[config.mk]
export PLATFORM = sky130hd
export DESIGN_NAME = task_op_issuer_flat
export DESIGN_NICKNAME = d
export VERILOG_FILES = /design/src/rtl/task_op_issuer_if.sv /design/src/rtl/task_op_issuer.sv /design/src/flat_wrapper.sv
export SDC_FILE = /design/constraint.sdc
export NUM_CORES = 1
export LEC_CHECK = 0
export ABC_AREA = 1
export CAP_MARGIN = 20
export CORE_MARGIN = 5
export CORE_UTILIZATION = 30
export DETAILED_ROUTE_END_ITERATION = 10
export DONT_BUFFER_PORTS = 1
export PLACE_DENSITY_LB_ADDON = 0.3
export REMOVE_ABC_BUFFERS = 1
export SKIP_LAST_GASP = 1
export SLEW_MARGIN = 40
export SYNTH_ARGS = -nofsm -noshare
export SYNTH_HDL_FRONTEND = slang
export SYNTH_SLANG_ARGS = --single-unit
export TNS_END_PERCENT = 1
[constraint.sdc]
create_clock -name CLK -period 2.94 [get_ports CLK]
set_input_delay 0.294 -clock CLK [delete_from_list [all_inputs] [get_ports CLK]]
set_output_delay 0.294 -clock CLK [all_outputs]
set_load 0.1 [all_outputs]
[src/rtl/task_op_issuer_if.sv]
// Host command channel of task_op_issuer.
// Handshake: a command transfers on a rising clock edge where cmd_valid and cmd_ready are both high.
interface task_op_issuer_if;
  logic       cmd_valid;
  logic       cmd_ready;
  logic [3:0] cmd_task;
  logic [3:0] cmd_op;
  logic [3:0] cmd_arg;

  modport master (output cmd_valid, cmd_task, cmd_op, cmd_arg, input cmd_ready);
  modport slave  (input cmd_valid, cmd_task, cmd_op, cmd_arg, output cmd_ready);
endinterface

[src/rtl/task_op_issuer.sv]
// Drives per-task op words: host commands plus one Execute per timeslice to the sorter winner.
// Optional feature macro: KILL_ALL_EN (broadcast Kill-overall on a rising edge of kill_all).
module task_op_issuer #(
  parameter int NUM_TASKS = 4,
  parameter int SLICE     = 10000,
  parameter int HOLD_CYC  = 2
) (
  input  logic                   CLK,
  input  logic                   RST,
  input  logic [7:0]             in_winner,
  task_op_issuer_if.slave        cmd,
`ifdef KILL_ALL_EN
  input  logic                   kill_all,
`endif
  output logic [16*NUM_TASKS-1:0] out_op_bus,
  output logic                   cmd_err,
  output logic                   busy,
  output logic [15:0]            exe_issued,
  output logic [1:0]             dbg_state
);

  typedef enum logic [1:0] {S_IDLE, S_ISSUE, S_HOLD, S_GAP} state_t;

  localparam int             SW         = (SLICE > 1) ? $clog2(SLICE) : 1;
  localparam logic [SW-1:0]  SLICE_LAST = SW'(SLICE - 1);
  localparam logic [3:0]     HOLD_LAST  = 4'(HOLD_CYC - 1);
  localparam logic [3:0]     NT4        = 4'(NUM_TASKS);
  localparam logic [15:0]    EXE_WORD   = 16'h0170;
  localparam logic [15:0]    KILL_WORD  = 16'h01C0;

  state_t                 r_state, w_state_nxt;
  logic [SW-1:0]          r_slice;
  logic                   r_pend_exe;
  logic [3:0]             r_hold;
  logic [3:0]             r_tgt;
  logic [15:0]            r_word;
  logic                   r_all;
  logic                   r_is_exe;
  logic                   w_pend_kill;
  logic                   w_ready, w_hs, w_op_ok, w_task_ok, w_win_ok;
  logic                   w_latch_cmd, w_latch_exe, w_latch_kill, w_clr_exe, w_drop;
  logic                   w_tc, w_kill_issue;
  logic [3:0]             w_arg;
  logic [16*NUM_TASKS-1:0] w_drive;
  logic                   w_unused_prio;

  // Winner priority is the sorter's business; only the id is used here.
  assign w_unused_prio = ^in_winner[7:4];

  assign w_hs      = cmd.cmd_valid && w_ready;
  assign w_op_ok   = (cmd.cmd_op inside {[4'h1:4'h7], 4'hC});
  assign w_task_ok = (cmd.cmd_task != 4'h0) && (cmd.cmd_task <= NT4);
  assign w_win_ok  = (in_winner[3:0] != 4'h0) && (in_winner[3:0] <= NT4);
  assign w_arg     = (cmd.cmd_op == 4'h5 || cmd.cmd_op == 4'h6) ? cmd.cmd_arg : 4'h0;
  assign w_tc      = (r_slice == SLICE_LAST);
  assign w_kill_issue = (r_state == S_ISSUE) && r_all;

  assign cmd.cmd_ready = w_ready && !RST;
  assign busy          = (r_state != S_IDLE);
  assign dbg_state     = r_state;

`ifdef KILL_ALL_EN
  logic r_kill_d, r_pend_kill;

  always_ff @(posedge CLK or posedge RST) begin
    if (RST) begin
      r_kill_d    <= 1'b0;
      r_pend_kill <= 1'b0;
    end else begin
      r_kill_d <= kill_all;
      if (kill_all && !r_kill_d) r_pend_kill <= 1'b1;
      else if (w_latch_kill)     r_pend_kill <= 1'b0;
    end
  end

  assign w_pend_kill = r_pend_kill;
`else
  assign w_pend_kill = 1'b0;
`endif

  always_comb begin
    w_state_nxt  = r_state;
    w_ready      = 1'b0;
    w_latch_cmd  = 1'b0;
    w_latch_exe  = 1'b0;
    w_latch_kill = 1'b0;
    w_clr_exe    = 1'b0;
    w_drop       = 1'b0;
    case (r_state)
      S_IDLE: begin
        w_ready = !w_pend_kill;
        if (w_pend_kill) begin
          w_latch_kill = 1'b1;
          w_state_nxt  = S_ISSUE;
        end else if (w_hs) begin
          // A dropped command still consumes this IDLE cycle; the slice Execute waits one cycle.
          if (w_op_ok && w_task_ok) begin
            w_latch_cmd = 1'b1;
            w_state_nxt = S_ISSUE;
          end else begin
            w_drop = 1'b1;
          end
        end else if (r_pend_exe) begin
          w_clr_exe = 1'b1;
          if (w_win_ok) begin
            w_latch_exe = 1'b1;
            w_state_nxt = S_ISSUE;
          end
        end
      end
      S_ISSUE: w_state_nxt = S_HOLD;
      S_HOLD:  if (r_hold == 4'h0) w_state_nxt = S_GAP;
      S_GAP:   w_state_nxt = S_IDLE;
      default: w_state_nxt = S_IDLE;
    endcase
  end

  always_comb begin
    w_drive = '0;
    for (int i = 0; i < NUM_TASKS; i++) begin
      if (r_all || (r_tgt == 4'(i + 1))) w_drive[16*i +: 16] = r_word;
    end
  end

  always_ff @(posedge CLK or posedge RST) begin
    if (RST) r_state <= S_IDLE;
    else     r_state <= w_state_nxt;
  end

  always_ff @(posedge CLK or posedge RST) begin
    if (RST) begin
      r_slice    <= '0;
      r_pend_exe <= 1'b0;
      r_hold     <= 4'h0;
      r_tgt      <= 4'h0;
      r_word     <= 16'h0000;
      r_all      <= 1'b0;
      r_is_exe   <= 1'b0;
      exe_issued <= 16'h0000;
      cmd_err    <= 1'b0;
      out_op_bus <= '0;
    end else begin
      if (w_kill_issue || w_tc) r_slice <= '0;
      else                      r_slice <= r_slice + 1'b1;

      // A fresh terminal count wins over the IDLE clear; a kill-all restarts the slice.
      if (w_kill_issue)   r_pend_exe <= 1'b0;
      else if (w_tc)      r_pend_exe <= 1'b1;
      else if (w_clr_exe) r_pend_exe <= 1'b0;

      if (w_latch_cmd) begin
        r_tgt    <= cmd.cmd_task;
        r_word   <= {8'h01, cmd.cmd_op, w_arg};
        r_all    <= 1'b0;
        r_is_exe <= (cmd.cmd_op == 4'h7);
      end else if (w_latch_exe) begin
        r_tgt    <= in_winner[3:0];
        r_word   <= EXE_WORD;
        r_all    <= 1'b0;
        r_is_exe <= 1'b1;
      end else if (w_latch_kill) begin
        r_tgt    <= 4'h0;
        r_word   <= KILL_WORD;
        r_all    <= 1'b1;
        r_is_exe <= 1'b0;
      end

      if (r_state == S_ISSUE)                       r_hold <= HOLD_LAST;
      else if (r_state == S_HOLD && r_hold != 4'h0) r_hold <= r_hold - 4'h1;

      if (r_state == S_ISSUE && r_is_exe) exe_issued <= exe_issued + 16'h0001;

      cmd_err    <= w_drop;
      // Bus is registered so the word is visible exactly for the HOLD cycles.
      out_op_bus <= (w_state_nxt == S_HOLD) ? w_drive : '0;
    end
  end

endmodule

[src/flat_wrapper.sv]
// flat-port wrapper written by rule: the top's interface ports become plain ports
module task_op_issuer_flat 
#(
  parameter int NUM_TASKS = 4,
  parameter int SLICE     = 10000,
  parameter int HOLD_CYC  = 2
)
  (CLK, RST, in_winner, out_op_bus, cmd_err, busy, exe_issued, dbg_state, cmd_cmd_valid, cmd_cmd_task, cmd_cmd_op, cmd_cmd_arg, cmd_cmd_ready);
  task_op_issuer_if cmd_i ();
  input  logic CLK;
  input  logic RST;
  input  logic [7:0] in_winner;
  output logic [16*NUM_TASKS-1:0] out_op_bus;
  output logic cmd_err;
  output logic busy;
  output logic [15:0] exe_issued;
  output logic [1:0] dbg_state;
  input wire logic [$bits(cmd_i.cmd_valid)-1:0] cmd_cmd_valid;
  input wire logic [$bits(cmd_i.cmd_task)-1:0] cmd_cmd_task;
  input wire logic [$bits(cmd_i.cmd_op)-1:0] cmd_cmd_op;
  input wire logic [$bits(cmd_i.cmd_arg)-1:0] cmd_cmd_arg;
  output wire logic [$bits(cmd_i.cmd_ready)-1:0] cmd_cmd_ready;
  assign cmd_i.cmd_valid = cmd_cmd_valid;
  assign cmd_i.cmd_task = cmd_cmd_task;
  assign cmd_i.cmd_op = cmd_cmd_op;
  assign cmd_i.cmd_arg = cmd_cmd_arg;
  assign cmd_cmd_ready = cmd_i.cmd_ready;
  task_op_issuer #(.NUM_TASKS(NUM_TASKS), .SLICE(SLICE), .HOLD_CYC(HOLD_CYC)) u_core (.CLK(CLK), .RST(RST), .in_winner(in_winner), .cmd(cmd_i), .out_op_bus(out_op_bus), .cmd_err(cmd_err), .busy(busy), .exe_issued(exe_issued), .dbg_state(dbg_state));
endmodule
==> impl_metrics.tcl <==
set metrics [dict create \
    status "finished, final reports clean" \
    drt-initial-drc-count 168 \
    synth_largest_area_cell "dfrtp_1" \
    grt_pass1_vias 2791 \
    hold_path_class "in2reg" \
    timing.final.crit_share 0.736 \
    worstSetupEndpointType "output port" \
    cp-start-kind "flip-flop" \
    io_buffers 0 \
    cts_tree "built" \
    drv_slew 0 \
    synth.cell_area_um2 4010 \
    ys_top_cells_by_area "dfrtp_1, nand2_1, nor2_1, buf_4, inv_1" \
    grt_pass1_wl_um 14000 \
    max_freq_ghz 0.462 \
    drive_above_1_share 0.129 \
    finalNonFillerCells 648 \
    place_area_um2 4280 \
    cts.clk_slew.worst_paths_ns 0.06 \
    grt_max_degree 47 \
    synth_seq_area_share 0.550 \
    final.min_clock_period_ns 2.16 \
    antenna_found_initial 0 \
    holdWs_ns 0.0700 \
    finalWirelength_um 8320 \
    synth_common_cells "nand2_1, dfrtp_1, nor2_1" \
    die_area_um2 15800 \
    yosysTopAreaCellShare 0.550 \
    grt_overflow 0 \
    drv_cap 0 \
    synth-seq-cells 88 \
    final_hold_viol_count 0 \
    power_leakage_nw 2.22 \
    synth_cells 435 \
    ios 108 \
    postLayoutCellArea_um2 4590 \
    insertion_delay_ns 0.33 \
    critPathArrivalTime_ns 1.87 \
    powerDensity_nw_per_um2 989 \
    wire_per_inst_um 12.8 \
    syn-mean-instance-area_um2 9.21 \
    hpwl_um 6320 \
    ys_warn_count 0 \
    synth_ff_type "dfrtp_1" \
    dp_cells 631 \
    peakVddDrop_uv 348 \
    nets 497 \
    area_growth_pct 14.6 \
    ant_nets 0 \
    grt_usage 0.110 \
    rsz0062_at_grt "false" \
    critPathRequiredTime_ns 2.65 \
    num_antenna_cells 0 \
    numClockSinks 88 \
    fill_cells 1335 \
    drc 0 \
    criticalPathCategory "reg2out" \
    cp_max_fo 8 \
    cts-root-buf "clkbuf_16" \
    rows 42 \
    synth_edf_count 0 \
    h-tree-depth 3 \
    synth.most_common_cell "nand2_1" \
    place_congestion 0.761 \
    via_count 2785 \
    dr.pass1.iters 7 \
    numCtsBuffers 9 \
    via_per_inst 4.30 \
    async_reset_ff_frac 1.00 \
    slew_headroom 0.407 \
    setup_violations 0 \
    skew_ns 0.00666 \
    initial_core_util 0.304 \
    coreArea_um2 13200 \
    synthDistinctLibCells 37 \
    clockBufferDepth 2 \
    die_x_um 126 \
    dieHeight_um 126 \
    tightest_slew_ns 0.891 \
]
==> state kept, by name, indices dropped and copies added, names as in the netlist <==
signal,flops
u_core.r_word,9
u_core.r_hold,4
u_core.r_slice,14
u_core.out_op_bus,36
u_core.r_is_exe,1
u_core.cmd_err,1
u_core.r_pend_exe,1
u_core.r_tgt,4
u_core.exe_issued,16
u_core.dbg_state,2
==> layout make-up <==
class	instances	area, µm²	share of cell area
Tap cell	176	220	0.0480
Inverter	48	183	0.0398
Clock buffer	10	229	0.0499
Timing Repair Buffer	25	190	0.0415
Multi-Input combinational cell	295	1490	0.325
Sequential cell	88	2210	0.481
Clock inverter	6	68.8	0.0150
==> path summary, 6_finish.rpt <==
path / startpoint / endpoint / slack [ns] / cells after the start
worst max-delay path: u_core.dbg_state[0]$_DFF_PP0_ / cmd_cmd_ready / 0.78 / 5
worst min-delay path: cmd_cmd_arg[0] / u_core.r_word[0]$_DFFE_PP0P_ / 0.07 / 2
worst max register to register: u_core.dbg_state[0]$_DFF_PP0_ / u_core.out_op_bus[37]$_DFF_PP0_ / 0.94 / 10
worst min register to register: u_core.r_slice[0]$_DFF_PP0_ / u_core.r_slice[0]$_DFF_PP0_ / 0.47 / 1
max in group asynchronous: RST / u_core.cmd_err$_DFF_PP0_ / 1.70 / 3
min in group asynchronous: RST / u_core.r_slice[1]$_DFF_PP0_ / 0.51 / 2
==> critical path, stage by stage (launching register included) <==
cell and delay, ns:
dfrtp_1 0.42, inv_1 0.12, ha_1 0.21, clkinv_1 0.32, nor2_2 0.17, buf_4 0.30
==> cells in the final DEF (no fill, tap or decap), types with 2 or more instances in the layout <==
master	count
nand2_2	2
inv_1	45
nor3_1	11
o211ai_1	3
clkbuf_16	9
nand4_1	2
buf_4	24
nand2_1	96
nor4_1	3
xor2_1	14
dfrtp_1	85
nand2_4	2
nand3_1	15
o31ai_1	2
dfrtp_2	3
nor2_2	4
o22a_1	2
a21oi_1	8
nor2_1	68
conb_1	28
clkinvlp_4	4
xnor2_1	7
o21ai_0	8
ha_1	7
==> power by group <==
part / internal, mW / total [mW] / switching [mW] / leakage [nW]
sequential: 1.39 / 1.88 / 0.485 / 1.17
combinational: 0.341 / 1.53 / 1.19 / 0.915
clock: 0.661 / 1.12 / 0.463 / 0.131
==> cells by family after synthesis <==
logic type,share of synthesized area
xor gates and xnor gates,0.0459
buffers and inverters,0.106
DFF,0.550
other,0.000936
and+or+nand+nor,0.233
adders and majority gates,0.0219
muxes,0.00281
AOI/OAI and AO/OA,0.0397
==> metrics by stage <==
step	TNS (ns)	util	power (mW)	setup slack [ns]
6_report	0	0.348	4.54	0.776
5_1_grt	0	0.348	4.79	0.635
4_1_cts	0	0.348	4.59	0.726
3_5_place_dp	0	0.324	3.45	0.924
3_3_place_gp	0	0.323	3.41	0.943
2_1_floorplan	-0.842	-	3.07	-0.842
==> routing by layer <==
layer | track usage | up-vias | part of all wire
met4 | 0.0402 | 0 | 0.010
met5 | 0 | - | 0
li1 | - | 1359 | -
met1 | 0.136 | 1329 | 0.43
met3 | 0.0409 | 6 | 0.094
met2 | 0.175 | 91 | 0.46
==> what timing repair did <==
action,4_1_cts,5_1_grt
setup buffers,0,0
endpoints found under the hold margin,44,0
gates resized for setup,0,0
hold buffers,1,0
No activity file was read; power rests on OpenSTA's default activity.
